==> config.mk <==
export PLATFORM = sky130hd
export DESIGN_NAME = l2k_ptw
export DESIGN_NICKNAME = d
export VERILOG_FILES = /design/src/rtl/l2k_ptw.sv
export SDC_FILE = /design/constraint.sdc
export NUM_CORES = 1
export LEC_CHECK = 0
export BUFFER_PORTS_ARGS = -buffer_cell sky130_fd_sc_hd__buf_2
export CELL_PAD_IN_SITES_DETAIL_PLACEMENT = 1
export CELL_PAD_IN_SITES_GLOBAL_PLACEMENT = 1
export CORE_AREA = 2 2 147 149
export CTS_BUF_LIST = sky130_fd_sc_hd__clkbuf_4
export DETAILED_ROUTE_END_ITERATION = 16
export DIE_AREA = 0 0 149 151
export HOLD_SLACK_MARGIN = 0.06
export PLACE_DENSITY = 0.83
export RECOVER_POWER = 50
export SYNTH_ARGS = -nofsm -noshare
export SYNTH_HDL_FRONTEND = slang
export SYNTH_SLANG_ARGS = --single-unit
export TNS_END_PERCENT = 30
==> constraint.sdc <==
create_clock -name clk -period 1.7 [get_ports clk]
set_clock_uncertainty 0.05 [all_clocks]
set_input_delay 0.255 -clock clk [delete_from_list [all_inputs] [get_ports clk]]
set_output_delay 0.255 -clock clk [all_outputs]
set_load 0.01 [all_outputs]
==> src/rtl/l2k_ptw.sv <==
// Limn2600 two-level page-table walker: fetches PDE then PTE on a TLB miss and
// emits a single TLB write command, or a fault pulse when the walk cannot complete.
module l2k_ptw #(
    parameter logic [1:0] CMD_WRITE = 2'd0,
    parameter logic [1:0] CMD_NOP   = 2'd3,
    parameter int         TIMEOUT   = 255
) (
    input  logic        clk,
    input  logic        rst,
    input  logic        miss_valid,
    output logic        miss_ready,
    input  logic [31:0] miss_vaddr,
    input  logic [11:0] miss_asid,
    input  logic        miss_store,
    input  logic [31:0] pgtb,
    output logic        mem_req,
    output logic [31:0] mem_addr,
    input  logic        mem_ack,
    input  logic        mem_err,
    input  logic [31:0] mem_rdata,
    output logic [1:0]  tlb_cmd,
    output logic [31:0] tlb_entry_addr,
    output logic [63:0] tlb_entry,
    output logic        done,
    output logic        fault,
    output logic [2:0]  fault_code
);

    localparam logic [2:0] S_IDLE  = 3'd0;
    localparam logic [2:0] S_PDE   = 3'd1;
    localparam logic [2:0] S_PTE   = 3'd2;
    localparam logic [2:0] S_FILL  = 3'd3;
    localparam logic [2:0] S_FAULT = 3'd4;

    localparam logic [2:0] F_PDE_INV = 3'd1;
    localparam logic [2:0] F_PTE_INV = 3'd2;
    localparam logic [2:0] F_BUS     = 3'd3;
    localparam logic [2:0] F_RO      = 3'd4;
    localparam logic [2:0] F_TMO     = 3'd5;

    localparam int            TW       = $clog2(TIMEOUT + 1);
    localparam logic [TW-1:0] TMO_LAST = TW'(TIMEOUT - 1);

    logic [2:0]    state_q, state_d;
    logic [31:0]   va_q, va_d;
    logic [11:0]   asid_q, asid_d;
    logic          store_q, store_d;
    logic          mem_req_q, mem_req_d;
    logic [31:0]   mem_addr_q, mem_addr_d;
    logic [TW-1:0] tmo_q, tmo_d;
    logic [1:0]    tlb_cmd_q, tlb_cmd_d;
    logic [31:0]   tlb_entry_addr_q, tlb_entry_addr_d;
    logic [63:0]   tlb_entry_q, tlb_entry_d;
    logic          done_q, done_d;
    logic          fault_q, fault_d;
    logic [2:0]    fault_code_q, fault_code_d;
    logic          abort;
    logic [2:0]    abort_code;

    logic unused_pgtb;
    assign unused_pgtb = ^pgtb[11:0];

    always_comb begin
        state_d          = state_q;
        va_d             = va_q;
        asid_d           = asid_q;
        store_d          = store_q;
        mem_req_d        = mem_req_q;
        mem_addr_d       = mem_addr_q;
        tmo_d            = tmo_q;
        tlb_cmd_d        = CMD_NOP;
        tlb_entry_addr_d = tlb_entry_addr_q;
        tlb_entry_d      = tlb_entry_q;
        done_d           = 1'b0;
        fault_d          = 1'b0;
        fault_code_d     = 3'd0;
        abort            = 1'b0;
        abort_code       = 3'd0;

        case (state_q)
            S_IDLE: begin
                if (miss_valid) begin
                    state_d    = S_PDE;
                    va_d       = miss_vaddr;
                    asid_d     = miss_asid;
                    store_d    = miss_store;
                    mem_req_d  = 1'b1;
                    mem_addr_d = {pgtb[31:12], miss_vaddr[31:22], 2'b00};
                    tmo_d      = '0;
                end
            end
            S_PDE, S_PTE: begin
                // err takes priority over a same-cycle ack; ack beats the timeout
                if (mem_err) begin
                    abort      = 1'b1;
                    abort_code = F_BUS;
                end else if (mem_ack) begin
                    if (!mem_rdata[0]) begin
                        abort      = 1'b1;
                        abort_code = (state_q == S_PDE) ? F_PDE_INV : F_PTE_INV;
                    end else if (state_q == S_PDE) begin
                        state_d    = S_PTE;
                        mem_addr_d = {mem_rdata[24:5], va_q[21:12], 2'b00};
                        tmo_d      = '0;
                    end else if (store_q && !mem_rdata[1]) begin
                        abort      = 1'b1;
                        abort_code = F_RO;
                    end else begin
                        state_d          = S_FILL;
                        mem_req_d        = 1'b0;
                        tlb_cmd_d        = CMD_WRITE;
                        tlb_entry_addr_d = va_q;
                        tlb_entry_d      = {va_q[31:12], asid_q, mem_rdata};
                        done_d           = 1'b1;
                    end
                end else if (tmo_q == TMO_LAST) begin
                    abort      = 1'b1;
                    abort_code = F_TMO;
                end else begin
                    tmo_d = tmo_q + 1'b1;
                end
            end
            S_FILL, S_FAULT: state_d = S_IDLE;
            default:         state_d = S_IDLE;
        endcase

        if (abort) begin
            state_d      = S_FAULT;
            mem_req_d    = 1'b0;
            fault_d      = 1'b1;
            fault_code_d = abort_code;
        end
    end

    always_ff @(posedge clk) begin
        if (rst) begin
            state_q          <= S_IDLE;
            va_q             <= '0;
            asid_q           <= '0;
            store_q          <= 1'b0;
            mem_req_q        <= 1'b0;
            mem_addr_q       <= '0;
            tmo_q            <= '0;
            tlb_cmd_q        <= CMD_NOP;
            tlb_entry_addr_q <= '0;
            tlb_entry_q      <= '0;
            done_q           <= 1'b0;
            fault_q          <= 1'b0;
            fault_code_q     <= 3'd0;
        end else begin
            state_q          <= state_d;
            va_q             <= va_d;
            asid_q           <= asid_d;
            store_q          <= store_d;
            mem_req_q        <= mem_req_d;
            mem_addr_q       <= mem_addr_d;
            tmo_q            <= tmo_d;
            tlb_cmd_q        <= tlb_cmd_d;
            tlb_entry_addr_q <= tlb_entry_addr_d;
            tlb_entry_q      <= tlb_entry_d;
            done_q           <= done_d;
            fault_q          <= fault_d;
            fault_code_q     <= fault_code_d;
        end
    end

    assign miss_ready     = (state_q == S_IDLE) && !rst;
    assign mem_req        = mem_req_q;
    assign mem_addr       = mem_addr_q;
    assign tlb_cmd        = tlb_cmd_q;
    assign tlb_entry_addr = tlb_entry_addr_q;
    assign tlb_entry      = tlb_entry_q;
    assign done           = done_q;
    assign fault          = fault_q;
    assign fault_code     = fault_code_q;

endmodule

After elaboration in Yosys (flattened, before gate mapping)
Cells that the tools add are included.
W data, S select, Z words.
Storage, ports and cells
  bits in registers: 192
  latch bits: 0
  bits in writable memories: 0
  memory bits (read-only): 0
  input bits: 114
  output and inout port bits: 137
  logic and storage cells: 105
  memories: 0
Operators by class
  add/sub/neg operators: 1
  multipliers: 0
  div/mod/pow operators: 0
  magnitude comparators: 0
  equal/unequal tests: 19
  shifts and indexed selects: 0
  multiplexer cells: 45
  bitwise logic cells: 7
  reductions and logical operators: 18
Operators by type and width (count)
  $mux W32: 5
  $pmux W32 S2: 1
  $mux W8: 6
  $mux W3: 12
  $ne A3 B3 Y1 const B: 8
  $reduce_and A6 Y1: 3
  $pmux W8 S2: 1
  $mux W1: 15
  $ne A2 B2 Y1 const B: 7
  $reduce_and A5 Y1: 2
  $add A8 B1 Y8 const B: 1
  $eq A8 B8 Y1 const B: 1
  $not A1 Y1: 7
  $reduce_and A7 Y1: 1
  $mux W2: 3
  $pmux W3 S2: 1
  $reduce_or A6 Y1: 1
  $ne A4 B4 Y1 const B: 1
  $reduce_or A2 Y1: 2
  $reduce_or A4 Y1: 1
  $eq A3 B1 Y1 const B: 1
  $eq A3 B2 Y1 const B: 1
  $logic_not A3 Y1: 1
  $reduce_or A3 Y1: 1
  5 further kinds: 7

Depth between registers and ports, before layout
Gate-level depths: netlist (run 1).
  word-level depth: 10
  depth in mapped cells: 9
  gate-level depth less buffers: 7

Least setup slack after synthesis (run 1)
Ideal clock, no wire load.
  kind: input -> register
  start: input mem_err
  end: register tlb_entry_q[1], in the netlist tlb_entry[1]
  library setup time: 132 ps
  arrival time: 1607 ps
  required time: 1518 ps
  path slack: -89 ps
  stages: 9
  path buffers: 4
  cell sequence: buf_2 > and3b_1 > nand2_1 > or3_1 > clkbuf_1 > buf_6 > buf_6 > nand2_1 > a21oi_1
Between the ends
  longest elaborated chain between the ends: 2
Ends and longest elaborated chain
  start: declaration: RTL line 19  | input logic mem_err,
  $not A1 Y1 (no source line)
  $reduce_and A6 Y1 (no source line)
  end signal: assignment: RTL line 160  | tlb_entry_q <= tlb_entry_d;
  end: declaration: RTL line 53  | logic [63:0] tlb_entry_q, tlb_entry_d;
Every way passes these cells.
A chain may end at the register's enable or synchronous reset.

Worst setup path after layout (run 1)
  start: register state_q[2]
  end: register state_q[0]
Between the ends
  longest elaborated chain between the ends: 7
  elaborated cells between the ends (all ways): 21
  classes of those cells: 7 x eq/ne; 10 x mux; 4 x reduce/logical
Ends and longest elaborated chain
  start: declaration: RTL line 44  | logic [2:0] state_q, state_d;
  start signal: assignment: RTL line 151  | state_q <= state_d;
  $eq A3 B1 Y1: RTL line 80, 101
  $mux W1: RTL line 101  | end else if (state_q == S_PDE) begin
  $mux W1: RTL line 98  | if (!mem_rdata[0]) begin
  $mux W1: RTL line 97  | end else if (mem_ack) begin
  $mux W1: RTL line 94  | if (mem_err) begin
  $mux W1: RTL line 80  | case (state_q)
  $reduce_or A2 Y1 (no source line)
Parallel ways exist; a longest one is shown, timed or not. The select of a mux whose other input is x is not followed.

==> impl_results.md, run 1 <==
- Initial DRC Count: 265
- Hold Path Stages: 5
- Worst hold start: mem_rdata[0]
- Crit-path max cell delay: 0.44 ns
- Area grow syn2layout: 65.0%
- I/O pin cnt: 251
- Reg-to-Reg Start: state_q[2]
- Failing checks: setup timing
- Hold Violations, Final: 0
- Initial core utilization: 32.6%
- First-pass GRT wire length: 46.2 mm
- Final Max Tran Viols: 0
- R2r endpoint: state_q[0]
- Slowest cell on crit path: nor4_1
- Max rail drop VDD: 0.000483 V
- YS warnings: 0
- Initial antenna violation count: 1
- Worst setup margin: -0.367 ns
- Vias in the first global route: 8291
- Run status: complete, but fails checks
- DRT Wirelength: 33.0 mm
- Fill count: 2432
- Post-place instance area: 0.00840 sq mm
- Post-synthesis sequential area ratio: 49.9%
- Pint: 0.00611 W
- Count of clock tree sinks: 169
- Crit Path Category: flop to flop
- FF-to-FF setup slack: -0.37 ns
- Share of cells above drive strength 1: 41.9%
- Most frequent CP cell: buf_4
- Final setup viols: 125
- Pre-antenna DRT Iters: 4
- Power Total: 0.00915 W
- Detailed-route DRC error count: 0
- Clk root buf: clkbuf_4
- RSZ-0062 raised after global routing: true
- Final HPWL DP: 15.9 mm
- Die extent in x: 149 um
- Critical path's top delay family: simple AND/OR/NAND/NOR gates
- Multi-input logic area: 0.00381 sq mm
- Vias per cell: 5.26
- CTS buffer count: 17
- Cells after Synth: 844
- Worst Setup End Kind: flop
- Reg2Reg Depth: 7
- Hold crit path type: input pin to flop
- NumNets Final: 1319
- Largest net degree at the start of global routing: 61
- Slew @ Worst Pin: 0.824 ns
- Die height: 151 um
- Final Cell Area: 0.0112 sq mm
- Post-synth ARST share: 0%
- Core box area: 0.0208 sq mm
- Number of flops mapped to enable cells by yosys: 0
- Leak: 4.42 nW
- Syn Area/Cell: 8.04 sq um
- Mapped cell area: 0.00679 sq mm
- Top post-synthesis cells by area: dfxtp_1, nand2_1, a21oi_1
- Final ANT Viol Nets: 0
- Clk_lat worst skew: 0.57 ns
- Drt wl/cell: 22.1 um
- PortBufs: 236
- Crit-path max FO: 6
- Cell area power density: 818 mW/mm^2
- Routed vias: 7856
- Critical path, cell by cell: buf_4 -> nor3b_4 -> o21ai_0 -> a211oi_1 -> buf_4 -> nor2_4 -> nor4_1
- Post-synth top cells: nand2_1, dfxtp_1, a21oi_1
- Critical Path AT: 2.42 ns
- Cell variety after synth: 44
- Period utilization: 122%
- Clk network pwr share: 27.2%
- Sink of the worst hold path: fault
- Seq cells post-synth: 169
- Max clock buf depth: 2
- Fmax: 0.484 GHz
- Yosys top cell area share: 49.9%
- Die area: 0.0225 sq mm
- All-Layer GR Usage: 26.7%
- H-tree depth: 4
- Worst setup SP type: flop
- GPL Wtd Cong: 0.815
- Sw Ratio: 33.2%
- Worst Path Required: 2.05 ns
- Most used DFF post-synth: dfxtp_1
- CP Depth: 7
- Global route overflow: 0
- Critical path buffers and inverters: 2
- Worst slew margin: 45.1%
- Clock slew at reported path FFs: 0.14 ns
- Synth area leader: dfxtp_1
- TritonCTS clock tree: done
- Comb power frac: 25.1%
- Psw: 0.00304 W
- # rows: 53
- Flop pwr share: 47.7%
- Most instantiated library cell after synthesis: nand2_1
- Final Critical Period: 2.07 ns
- Max-cap violations: 0
- Sequential cell area: 0.00340 sq mm
[cell families after synthesis]
logic type      Yosys count  share of synthesized area [%]
fa+ha+maj                 2                          0.369
other cells               1                         0.0553
xor+xnor                  1                          0.240
flops                   169                           49.9
simple gates            331                           21.0
mux                       1                          0.166
compound gates          243                           20.7
buf+inv                  96                           7.58
[layout by cell type, fill, tap and decap left out, types with 4 or more instances in the layout]
master / instances
nand2_2: 46
o21ai_0: 20
or3_1: 27
buf_12: 16
buf_6: 15
nand2_4: 29
nand2_1: 177
buf_2: 163
dlygate4sd3_1: 100
clkbuf_16: 5
a211oi_2: 19
o21ai_1: 8
clkbuf_1: 72
a211oi_1: 13
nand3_1: 4
a21oi_2: 75
clkbuf_4: 18
or3_4: 5
inv_6: 4
buf_4: 46
nor2_1: 10
dfxtp_4: 4
o21ai_2: 8
dfxtp_1: 163
a21oi_1: 79
nor2_4: 4
buf_16: 9
inv_1: 6
[worst max-delay path by stage]
| stage | start | to | slack (ns) |
|---|---|---|---|
| 5_1_grt | state_q[1] | mem_addr[29] | -0.39 |
| 6_report | state_q[2] | state_q[0] | -0.37 |
| 4_1_cts | state_q[1] | miss_ready | -0.20 |
| 3_5_place_dp | mem_ack | mem_addr[5] | -0.27 |
| 2_1_floorplan | state_q[1] | tlb_entry[1] | -0.05 |
| 3_3_place_gp | mem_ack | mem_addr[10] | -0.19 |
[worst min-delay path, delay by kind of cell]
kind	cells	cell delay, ns
buffers and inverters	2	0.29
AOI/OAI and AO/OA	2	0.17
and+or+nand+nor	1	0.10
[per-stage QoR]
stage	setup WS [ns]	hold WS, ns	utilization, %	TNS, ns	instances
after floorplan	-0.0488	0.341	-	-2.31	845
after global placement	-0.186	0.387	40.3	-15.09	1320
after detailed placement	-0.271	0.394	40.3	-21.29	1320
after CTS	-0.203	0.0950	50.5	-13.69	1476
after global routing	-0.389	0.233	53.8	-31.02	1493
final	-0.367	0.243	53.8	-24.47	1493
[power groups by stage]
stage / clock network [W] / registers (W) / logic (W)
3_3_place_gp: 0 / 0.00439 / 0.00151
2_1_floorplan: 0 / 0.00444 / 0.000762
4_1_cts: 0.00252 / 0.00432 / 0.00197
5_1_grt: 0.00271 / 0.00438 / 0.00244
6_report: 0.00249 / 0.00436 / 0.00230
3_5_place_dp: 0 / 0.00440 / 0.00155
[repair_timing]
item | 4_1_cts | 5_1_grt
hold buffers | 99 | 1
setup buffers | 14 | 15
cloned | 12 | 5
resized for setup | 128 | 172
hold endpoints to repair | 113 | 1
pin swaps | 51 | 63
setup endpoints to repair | 123 | 169
[layout make-up]
cell class | instances | share of cell area (%)
timing repair buffer | 428 | 29.7
sequential | 169 | 30.4
multi-input combinational | 580 | 34.1
tap | 275 | 3.07
inverter | 7 | 0.235
antenna | 2 | 0.0447
clock buffer | 18 | 1.21
clock inverter | 14 | 1.31
[routing by layer]
layer	up-vias	GRT usage [%]	share of wire, %
met3	82	6.57	5.4
li1	3569	-	-
met4	0	11.7	3.7
met5	-	0	0
met1	3902	29.0	37
met2	303	49.2	54
[sequential cells by signal, indices dropped and copies added, names as in the netlist, 3 cells and up]
| signal | flops |
|---|---|
| asid_q | 12 |
| mem_addr | 30 |
| tlb_entry | 44 |
| va_q | 32 |
| state_q | 3 |
| tlb_entry_addr | 32 |
| fault_code | 3 |
| tmo_q | 8 |
Power figures use the tool's default switching activity.
==> run 2: changes to the inputs <==
==> config.mk (replaced) <==
export PLATFORM = sky130hd
export DESIGN_NAME = l2k_ptw
export DESIGN_NICKNAME = d
export VERILOG_FILES = /design/src/rtl/l2k_ptw.sv
export SDC_FILE = /design/constraint.sdc
export NUM_CORES = 1
export LEC_CHECK = 0
export BUFFER_PORTS_ARGS = -buffer_cell sky130_fd_sc_hd__buf_2
export CORE_AREA = 2 2 126 128
export CTS_BUF_LIST = sky130_fd_sc_hd__clkbuf_4
export DETAILED_ROUTE_END_ITERATION = 16
export DIE_AREA = 0 0 128 130
export HOLD_SLACK_MARGIN = 0.06
export PLACE_DENSITY = 0.81
export RECOVER_POWER = 50
export SYNTH_ARGS = -nofsm -noshare
export SYNTH_HDL_FRONTEND = slang
export SYNTH_SLANG_ARGS = --single-unit
export TNS_END_PERCENT = 30
==> run 2 against run 1 <==
Effect of this change: combinational power rose by 8%; largest cell class unchanged; die area down 26%; global-route usage increased by 0.93 points; worst hold slack worse by 0.11 ns; core utilization up 18 points; fmax grew 1.7%; flip-flop and latch count unchanged; total power grew 1.3%; the run still ends with setup timing left; worst setup slack improved by 0.035 ns; sequential power is essentially flat; largest power group unchanged; cell count fell by 5.3%.
==> impl_results.md, run 2 (synthesis results as in run 1) <==
- Worst setup SP type: flop
- Worst slew margin: 56.3%
- Die height: 130 um
- Routed vias: 7893
- Worst Path Required: 2.09 ns
- Die area: 0.0166 sq mm
- All-Layer GR Usage: 27.6%
- I/O pin cnt: 251
- Failing checks: setup timing
- Fmax: 0.492 GHz
- Final HPWL DP: 12.9 mm
- Share of cells above drive strength 1: 36.5%
- Worst hold start: mem_ack
- Final Max Tran Viols: 0
- TritonCTS clock tree: done
- Final setup viols: 119
- Hold Violations, Final: 0
- Crit Path Category: flop to flop
- DRT Wirelength: 27.4 mm
- Clk_lat worst skew: 0.56 ns
- Cell area power density: 839 mW/mm^2
- Period utilization: 120%
- Slew @ Worst Pin: 0.655 ns
- NumNets Final: 1325
- Hold Path Stages: 4
- Clock slew at reported path FFs: 0.15 ns
- Post-place instance area: 0.00831 sq mm
- Critical Path AT: 2.43 ns
- GPL Wtd Cong: 0.839
- Reg-to-Reg Start: state_q[0]
- Most frequent cells in the layout: nand2_1, dfxtp_1, buf_2
- Initial DRC Count: 678
- Largest net degree at the start of global routing: 81
- Reg2Reg Depth: 12
- Fill count: 1088
- Max FFs per register: 44
- Area grow syn2layout: 62.9%
- CTS buffer count: 17
- Leak: 4.34 nW
- Final ANT Viol Nets: 0
- Initial core utilization: 44.0%
- Initial antenna violation count: 1
- Critical Path Source: state_q[0]
- H-tree depth: 4
- RSZ-0062 raised after global routing: true
- Global route overflow: 0
- # rows: 46
- Final Cell Area: 0.0111 sq mm
- Max rail drop VDD: 0.000589 V
- Detailed-route DRC error count: 0
- Clk root buf: clkbuf_4
- Core box area: 0.0154 sq mm
- First-pass GRT wire length: 36.3 mm
- Final Critical Period: 2.03 ns
- Max-cap violations: 0
- Vias per cell: 5.58
- PortBufs: 236
- Final core utilization: 71.7%
- Worst Setup End Kind: flop
- Commonest non-fill, non-tap cell in the layout: nand2_1
- Max clock buf depth: 2
- Hold crit path type: input pin to flop
- Run status: complete, but fails checks
- Crit-path max FO: 5
- Die extent in x: 128 um
- Drt wl/cell: 19.3 um
- Fin Setup TNS: -27.98 ns
- Worst setup margin: -0.332 ns
- Vias in the first global route: 7327
- Count of clock tree sinks: 169
- Pre-antenna DRT Iters: 5
- Pre-CTS setup slack: -0.156 ns
## run 2: changes by cell type in the layout (fill, tap and decap cells not counted), sizes merged
cell         delta
buf            -17
bufinv          +1
clkinvlp        -2
dlygate4sd3     -1
or3             +1
diode           -1
inv             -3
clkinv          +4
clkbuf         +22
## run 2: cell type report
class / count / area (sq um) / share of cell area (%)
inverters: 7 / 26.3 / 0.238
clock inverters: 14 / 156 / 1.41
repair buffers: 433 / 3390 / 30.6
flip-flops and latches: 169 / 3390 / 30.7
diodes: 1 / 2.50 / 0.0226
clock buffers: 17 / 128 / 1.15
well taps: 192 / 240 / 2.17
multi-input cells: 581 / 3720 / 33.7
## run 2: path summary, 6_finish.rpt
kind	to	slack [ns]
min	fault_code[2]	0.14
max reg2reg	mem_addr[9]	-0.33
min reg2reg	tlb_entry[42]	0.41
max	mem_addr[9]	-0.33
## run 2: what timing repair did
| item | in CTS | in global routing |
|---|---|---|
| endpoints found under the hold margin | 112 | 0 |
| pin swaps | 39 | 52 |
| setup endpoints to repair | 112 | 162 |
| gates cloned | 7 | 13 |
| hold buffers | 99 | 0 |
| resized for setup | 83 | 158 |
| buffers inserted | 17 | 7 |
## run 2: worst max-delay path, stage by stage, from the launching register on
cell	delay, ns
dfxtp_4	0.38
buf_6	0.12
xor2_2	0.16
buf_4	0.13
buf_6	0.09
nand2_4	0.05
buf_6	0.14
o21a_4	0.14
buf_12	0.14
buf_4	0.13
buf_8	0.13
a21oi_1	0.19
a211oi_1	0.06
## run 2: where the power goes
group	internal (W)	leakage, nW	switching, W	total (W)
clock network	0.000998	0.158	0.00143	0.00243
logic	0.00121	2.81	0.00128	0.00249
registers	0.00419	1.38	0.000172	0.00436
## run 2: stage by stage
stage / total power [W] / hold WS [ns] / std cells
floorplan: 0.00521 / 0.341 / 845
global placement: 0.00583 / 0.385 / 1239
detailed placement: 0.00586 / 0.393 / 1239
CTS: 0.00898 / 0.0803 / 1393
global route: 0.00962 / 0.120 / 1414
finish: 0.00928 / 0.137 / 1414
## run 2: per-layer routing
metal	routed length [um]	GRT usage, %	vias up
li1	-	-	3576
met1	9980	30.2	3689
met2	13900	48.4	499
met5	0	0	-
met4	1300	15.1	0
met3	2140	8.16	129
